`src/rtl/rv32_pkg.sv`:
```
// Shared RV32IM front-end definitions: control-flow opcodes, PC source select
// and fetch FSM states.
package rv32_pkg;

  localparam logic [6:0] OP_JAL    = 7'b1101111;
  localparam logic [6:0] OP_JALR   = 7'b1100111;
  localparam logic [6:0] OP_BRANCH = 7'b1100011;

  typedef enum logic [2:0] {
    SEL_SEQ,
    SEL_EX,
    SEL_MRET,
    SEL_TRAP,
    SEL_HOLD
  } pc_sel_e;

  typedef enum logic {
    BOOT,
    RUN
  } fsm_e;

  // True for any opcode that can redirect the PC from EX.
  function automatic logic is_ctrl_flow(input logic [6:0] opcode);
    return (opcode == OP_JAL) || (opcode == OP_JALR) || (opcode == OP_BRANCH);
  endfunction

endpackage

```
`src/rtl/pc_target_calc.sv`:
```
// Control-flow target computation with instruction-alignment check; shared by
// the PC generator and the EX-stage branch unit.
module pc_target_calc #(
  parameter int unsigned XLEN  = 32,
  parameter bit          C_EXT = 1'b0
) (
  input  logic [XLEN-1:0] i_pc,
  input  logic [XLEN-1:0] i_imm,
  input  logic [XLEN-1:0] i_rs1_data,
  input  logic            i_is_jalr,
  output logic [XLEN-1:0] o_target_c,
  output logic            o_misaligned_c
);

  logic [XLEN-1:0] w_base;
  logic [XLEN-1:0] w_sum;

  always_comb begin
    w_base = i_is_jalr ? i_rs1_data : i_pc;
    w_sum  = w_base + i_imm;
  end

  // JALR clears bit 0, so with 2-byte alignment it can never be misaligned.
  always_comb begin
    o_target_c = i_is_jalr ? (w_sum & ~XLEN'(1)) : w_sum;
    if (C_EXT) begin
      o_misaligned_c = o_target_c[0];
    end else begin
      o_misaligned_c = o_target_c[1];
    end
  end

endmodule

```
`src/rtl/pc_gen.sv`:
```
// Registered program-counter generator for the RV32IM fetch stage with
// prioritised redirection, fetch handshake and redirect epoch tagging.
module pc_gen
  import rv32_pkg::*;
#(
  parameter int unsigned     XLEN         = 32,
  parameter logic [XLEN-1:0] RESET_VECTOR = XLEN'(32'h0000_0000),
  parameter bit              C_EXT        = 1'b0,
  parameter int unsigned     EPOCH_W      = 2
) (
  input  logic               clk,
  input  logic               rst_n,
  output logic               fetch_valid,
  input  logic               fetch_ready,
  output logic [XLEN-1:0]    fetch_pc,
  output logic [EPOCH_W-1:0] fetch_epoch,
  input  logic               stall,
  input  logic               ex_valid,
  input  logic [XLEN-1:0]    ex_pc,
  input  logic [XLEN-1:0]    ex_imm,
  input  logic [XLEN-1:0]    ex_rs1_data,
  input  logic               ex_branch_taken,
  input  logic               ex_jump,
  input  logic               ex_is_jalr,
  input  logic               trap,
  input  logic [XLEN-1:0]    trap_vector,
  input  logic               mret,
  input  logic [XLEN-1:0]    mepc,
  output logic               misalign,
  output logic [XLEN-1:0]    misalign_addr
);

  localparam logic [XLEN-1:0] SEQ_STEP   = XLEN'(4);
  localparam logic [XLEN-1:0] TRAP_ALIGN = ~XLEN'(3);

  fsm_e               r_state;
  fsm_e               w_state_nxt;
  pc_sel_e            w_sel;
  logic [XLEN-1:0]    r_pc;
  logic [XLEN-1:0]    w_pc_nxt;
  logic [EPOCH_W-1:0] r_epoch;
  logic [EPOCH_W-1:0] w_epoch_nxt;
  logic               r_misalign;
  logic [XLEN-1:0]    r_misalign_addr;
  logic               w_fetch_valid;
  logic               w_ex_redirect;
  logic [XLEN-1:0]    w_ex_target;
  logic               w_ex_misaligned;
  logic               w_misalign_nxt;

  pc_target_calc #(
    .XLEN  (XLEN),
    .C_EXT (C_EXT)
  ) u_target (
    .i_pc           (ex_pc),
    .i_imm          (ex_imm),
    .i_rs1_data     (ex_rs1_data),
    .i_is_jalr      (ex_jump & ex_is_jalr),
    .o_target_c     (w_ex_target),
    .o_misaligned_c (w_ex_misaligned)
  );

  assign w_ex_redirect  = ex_valid & (ex_jump | ex_branch_taken);
  assign w_misalign_nxt = w_ex_redirect & w_ex_misaligned;

  always_ff @(posedge clk or negedge rst_n) begin
    if (!rst_n) begin
      r_state <= BOOT;
    end else begin
      r_state <= w_state_nxt;
    end
  end

  // Next state, fetch request and PC source in priority order.
  always_comb begin
    w_state_nxt   = r_state;
    w_fetch_valid = 1'b0;
    w_sel         = SEL_HOLD;
    case (r_state)
      BOOT:    w_state_nxt = RUN;
      RUN:     w_fetch_valid = ~stall;
      default: w_state_nxt = BOOT;
    endcase
    if (trap) begin
      w_sel = SEL_TRAP;
    end else if (mret) begin
      w_sel = SEL_MRET;
    end else if (w_ex_redirect && !w_ex_misaligned) begin
      w_sel = SEL_EX;
    end else if (w_fetch_valid && fetch_ready) begin
      w_sel = SEL_SEQ;
    end
  end

  // Every redirect bumps the epoch; the sequential step and hold do not.
  always_comb begin
    w_pc_nxt    = r_pc;
    w_epoch_nxt = r_epoch;
    case (w_sel)
      SEL_TRAP: begin
        w_pc_nxt    = trap_vector & TRAP_ALIGN;
        w_epoch_nxt = r_epoch + EPOCH_W'(1);
      end
      SEL_MRET: begin
        w_pc_nxt    = mepc;
        w_epoch_nxt = r_epoch + EPOCH_W'(1);
      end
      SEL_EX: begin
        w_pc_nxt    = w_ex_target;
        w_epoch_nxt = r_epoch + EPOCH_W'(1);
      end
      SEL_SEQ: w_pc_nxt = r_pc + SEQ_STEP;
      default: w_pc_nxt = r_pc;
    endcase
  end

  always_ff @(posedge clk or negedge rst_n) begin
    if (!rst_n) begin
      r_pc    <= RESET_VECTOR;
      r_epoch <= '0;
    end else begin
      r_pc    <= w_pc_nxt;
      r_epoch <= w_epoch_nxt;
    end
  end

  // Misaligned EX target reported for one cycle, independent of trap/mret.
  always_ff @(posedge clk or negedge rst_n) begin
    if (!rst_n) begin
      r_misalign      <= 1'b0;
      r_misalign_addr <= '0;
    end else begin
      r_misalign <= w_misalign_nxt;
      if (w_misalign_nxt) begin
        r_misalign_addr <= w_ex_target;
      end
    end
  end

  assign fetch_valid   = w_fetch_valid;
  assign fetch_pc      = r_pc;
  assign fetch_epoch   = r_epoch;
  assign misalign      = r_misalign;
  assign misalign_addr = r_misalign_addr;

endmodule

```
`config.mk`:
```
export PLATFORM = sky130hd
export DESIGN_NAME = pc_gen
export DESIGN_NICKNAME = d
export VERILOG_FILES = /design/src/rtl/rv32_pkg.sv /design/src/rtl/pc_target_calc.sv /design/src/rtl/pc_gen.sv
export SDC_FILE = /design/constraint.sdc
export NUM_CORES = 1
export LEC_CHECK = 0
export ABC_AREA = 1
export CAP_MARGIN = 10
export CORE_MARGIN = 3
export CORE_UTILIZATION = 45
export CTS_BUF_LIST = sky130_fd_sc_hd__clkbuf_16
export DETAILED_ROUTE_END_ITERATION = 8
export PLACE_DENSITY = 0.81
export SLEW_MARGIN = 40
export SYNTH_ARGS = -nofsm -noshare
export SYNTH_HDL_FRONTEND = slang
export SYNTH_SLANG_ARGS = --single-unit
```
`constraint.sdc`:
```
create_clock -name clk -period 2.8 [get_ports clk]
set_clock_uncertainty 0.05 [all_clocks]
set_input_delay 0.28 -clock clk [delete_from_list [all_inputs] [get_ports clk]]
set_output_delay 0.28 -clock clk [all_outputs]
set_load 0.05 [all_outputs]
```
==> results.tsv, run 1 <==
stage	metric	value	unit
status	status	finished, final reports clean	
timing	Final Critical Period	2.541	ns
timing	Final Cycle Share	90.76	%
timing	unrepaired setup endpoints after global routing	no	
power	Lkg Pwr	5.848	nW
global_routing	GRT overflow	0	
drt	Post-Route WL	25820	um
power	internal power	3.317	mW
clock_tree	clock slew at reported path FFs	0.07	ns
clock_tree	Root Buffer	clkbuf_16	
layout	area grow syn2layout	51.48	%
power	Peak VDD IR	0.3608	mV
floorplanning	Die H	133.1	um
critical_path	Setup crit start kind	primary input	
job	max cap viols	0	
global_routing	via count of the first global-routing pass	8533	
drt	drt wl/cell	14.23	um
drt	TritonRoute pass-1 iters	5	
floorplanning	die area	0.01772	mm2
yosys	ys async rst share	100.0	%
clock_tree	clock sink count	68	
yosys	Syn Std Cell Area	0.007272	mm2
placement	I/O Buffers	235	
floorplanning	CORE AREA	0.01548	mm2
clock_tree	Max Buffers Root-to-Sink	2	
timing	max-slew violations	0	
floorplanning	Chip Width	133.1	um
yosys	sequential share of the synthesized area	23.40	%
placement	DP HPWL	21750	um
critical_path	crit end category	flip-flop	
global_routing	global-route wire length before repair	41070	um
power	switching share of power	45.71	%
power	Pwr Total	6.109	mW
timing	max_slew headroom	62.22	%
yosys	synthesized netlist cell count	1275	
yosys	Netlist cell types	48	
drt	via count	8954	
global_routing	largest net degree at the start of global routing	37	
drt	Iter 0 DRT Violations	637	
worst_hold_path	worst hold path class	in -> async	
clock_tree	total CTS buffers	9	
timing	setup violators final	0	
placement	gp weighted congestion	1.017	
clock_tree	CTS tree	yes	
yosys	syn nets	1481	
yosys	number of synthesized register bits	68	
power	Power Density	554.6	mW/mm2
global_routing	initial antenna violation count	2	
layout	Finished Core Util	71.14	%
clock_tree	# H-tree levels	3	
yosys	Yosys Warn Count	0	
floorplanning	I/O pin count	238	
critical_path	worst-path fanout max	8	
yosys	number of synthesized flops with an enable pin	0	
global_routing	GRT Overall Usage	28.42	%
drt	Antenna Violating Nets Remaining	0	
critical_path	critical path arrival	2.72	ns
layout	share of cells above drive strength 1	11.11	%
critical_path	crit path kind	in -> reg	
timing	fmax	0.3935	GHz
drt	drt drc	0	
power	clock share of power	20.8	%
yosys	Mapped Avg Cell Area	5.704	um2
drt	vias per cell	4.933	
timing	Hold Fails Final Rpt	0	
timing	setup tns final	0	ns
floorplanning	Starting Density	46.97	%
floorplanning	FP Rows	45	
layout	final net count	1803	
yosys	Synth Flop Type	dfrtp_1	
timing	Slew @ Worst Pin	0.5649	ns
critical_path	CP required	2.97	ns
clock_tree	Worst-Skew Late Latency	0.34	ns
power	combinational power share	54.7	%
power	NetSw	2.792	mW
power	Flop pwr share	24.5	%
[area by class of cell]
type	count	area [um2]
Tap cell	211	264.0
Clock inverter	7	105.1
Timing Repair Buffer	339	3256
Fill cell	1368	4468
Antenna cell	2	5.005
Inverter	194	728.2
Multi-Input combinational cell	985	4731
Sequential cell	68	1702
Clock buffer	9	225.2
[critical path, stage by stage]
cell and delay [ns]:
clkdlybuf4s50_1 0.47, inv_1 0.05, o21ai_0 0.24, inv_1 0.09
fa_2 0.63, o211ai_4 0.12, nand2_4 0.14, nor2_8 0.06
buf_12 0.14, buf_4 0.15, nand3_1 0.08, nand2_1 0.06
inv_1 0.05, nand2_1 0.05, nand2_1 0.07, nand2_1 0.05
[layer usage]
metal | wire, um | vias up | GRT usage [%]
met5 | 0 | - | 0
met4 | 725 | 0 | 9.086
met3 | 1685 | 51 | 4.003
met2 | 12400 | 342 | 50.37
met1 | 11010 | 3977 | 35.74
li1 | - | 4584 | -
[flip-flops by register name, summed over array words and instances (netlist names)]
register	flops
r_state	1
fetch_pc	32
fetch_epoch	2
misalign_addr	32
misalign	1
[logic make-up (layout without fill, tap and decap cells)]
kind of cell             count (synthesis)  count (layout)  share of synthesized area, %
flip-flops                              68              68                         23.40
adder cells (fa/ha/maj)                 36              36                         6.297
AND/OR/NAND/NOR                        827             827                         47.54
buffers and inverters                  222             549                         11.92
other                                    1               3                       0.05157
AO/OA/AOI/OAI                          101             101                         8.379
XOR/XNOR                                20              20                         2.409
[power groups by stage]
stage / sequential [mW] / clock [mW] / combinational [mW]
2_1_floorplan: 2.35 / 0 / 1.06
3_3_place_gp: 1.50 / 0 / 3.26
3_5_place_dp: 1.50 / 0 / 3.31
4_1_cts: 1.49 / 1.27 / 3.33
5_1_grt: 1.53 / 1.31 / 3.59
6_report: 1.49 / 1.27 / 3.34
[metrics by stage]
| stage | cells | hold WS, ns | area, um2 | setup WS, ns |
|---|---|---|---|---|
| floorplan | 1275 | -0.06559 | 7272 | 0.02691 |
| global placement | 1792 | 0.2423 | 10590 | -0.2606 |
| detailed placement | 1792 | 0.2409 | 10590 | -0.3430 |
| CTS | 1809 | 0.4230 | 10930 | 0.06368 |
| global route | 1815 | 0.4377 | 11020 | 0.1183 |
| finish | 1815 | 0.4065 | 11020 | 0.2588 |
[path summary, 6_finish.rpt]
| kind | start | endpoint | slack [ns] | cells past startpoint |
|---|---|---|---|---|
| setup / recovery | ex_rs1_data[1] | fetch_pc[23] | 0.26 | 16 |
| hold / removal | rst_n | misalign | 0.41 | 2 |
| setup reg to reg | fetch_pc[2] | fetch_pc[28] | 0.64 | 12 |
| hold reg to reg | fetch_epoch[1] | fetch_epoch[1] | 0.42 | 1 |
| max in group asynchronous | rst_n | misalign_addr[31] | 1.54 | 3 |
| min in group clk | fetch_epoch[1] | fetch_epoch[1] | 0.42 | 1 |
[cells in the final DEF (no fill, tap or decap), types with 2 or more instances in the layout]
| master | count |
|---|---|
| a21oi_2 | 7 |
| buf_4 | 93 |
| o21ai_1 | 9 |
| nor3_2 | 3 |
| inv_1 | 186 |
| nor2_2 | 10 |
| inv_2 | 6 |
| buf_12 | 9 |
| a31oi_1 | 2 |
| nand3b_1 | 3 |
| xor2_1 | 17 |
| nand4_1 | 6 |
| clkbuf_16 | 9 |
| nor2_4 | 5 |
| nand3_1 | 112 |
| ha_1 | 32 |
| nor2_1 | 85 |
| and2_1 | 3 |
| o21bai_1 | 2 |
| bufinv_16 | 2 |
| a21oi_1 | 35 |
| clkinv_1 | 2 |
| dlymetal6s2s_1 | 2 |
| o21ai_0 | 33 |
| nor2_8 | 2 |
| diode_2 | 2 |
| clkdlybuf4s50_1 | 232 |
| nand2_1 | 574 |
| ha_2 | 3 |
| a21o_1 | 4 |
| xnor2_1 | 3 |
| inv_6 | 2 |
| nand2_2 | 6 |
| or2_2 | 8 |
| nor3_1 | 5 |
| a41oi_1 | 2 |
| dfrtp_1 | 68 |
[synthesized netlist by cell type (9+ instances only)]
cell      instances  share of area [%]
nand2_1         577                 30
inv_1           188                9.7
nand3_1         112                7.7
nor2_1           89                4.6
dfrtp_1          68                 23
a21oi_1          35                2.4
ha_1             35                6.0
o21ai_0          33                2.3
xor2_1           17                2.0
buf_2            11               0.76
clkbuf_1         11               0.57
o21ai_1           9               0.62
[what timing repair did]
| item | in CTS | in global routing |
|---|---|---|
| hold buffers | 1 | 0 |
| buffers inserted | 0 | 4 |
| endpoints found under the hold margin | 23 | 0 |
| resized for setup | 1 | 15 |
| pin swaps | 0 | 7 |
| endpoints found under the setup margin | 1 | 30 |
| cloned | 0 | 0 |
Power figures use the tool's default switching activity.
==> run 2, diff against run 1 <==
--- a/config.mk
+++ b/config.mk
@@ -16,3 +16,4 @@
 export SYNTH_ARGS = -nofsm -noshare
 export SYNTH_HDL_FRONTEND = slang
 export SYNTH_SLANG_ARGS = --single-unit
+export TNS_END_PERCENT = 50
==> results of run 2 <==
No change in the layout: final DEF, timing and power equal those of run 1.
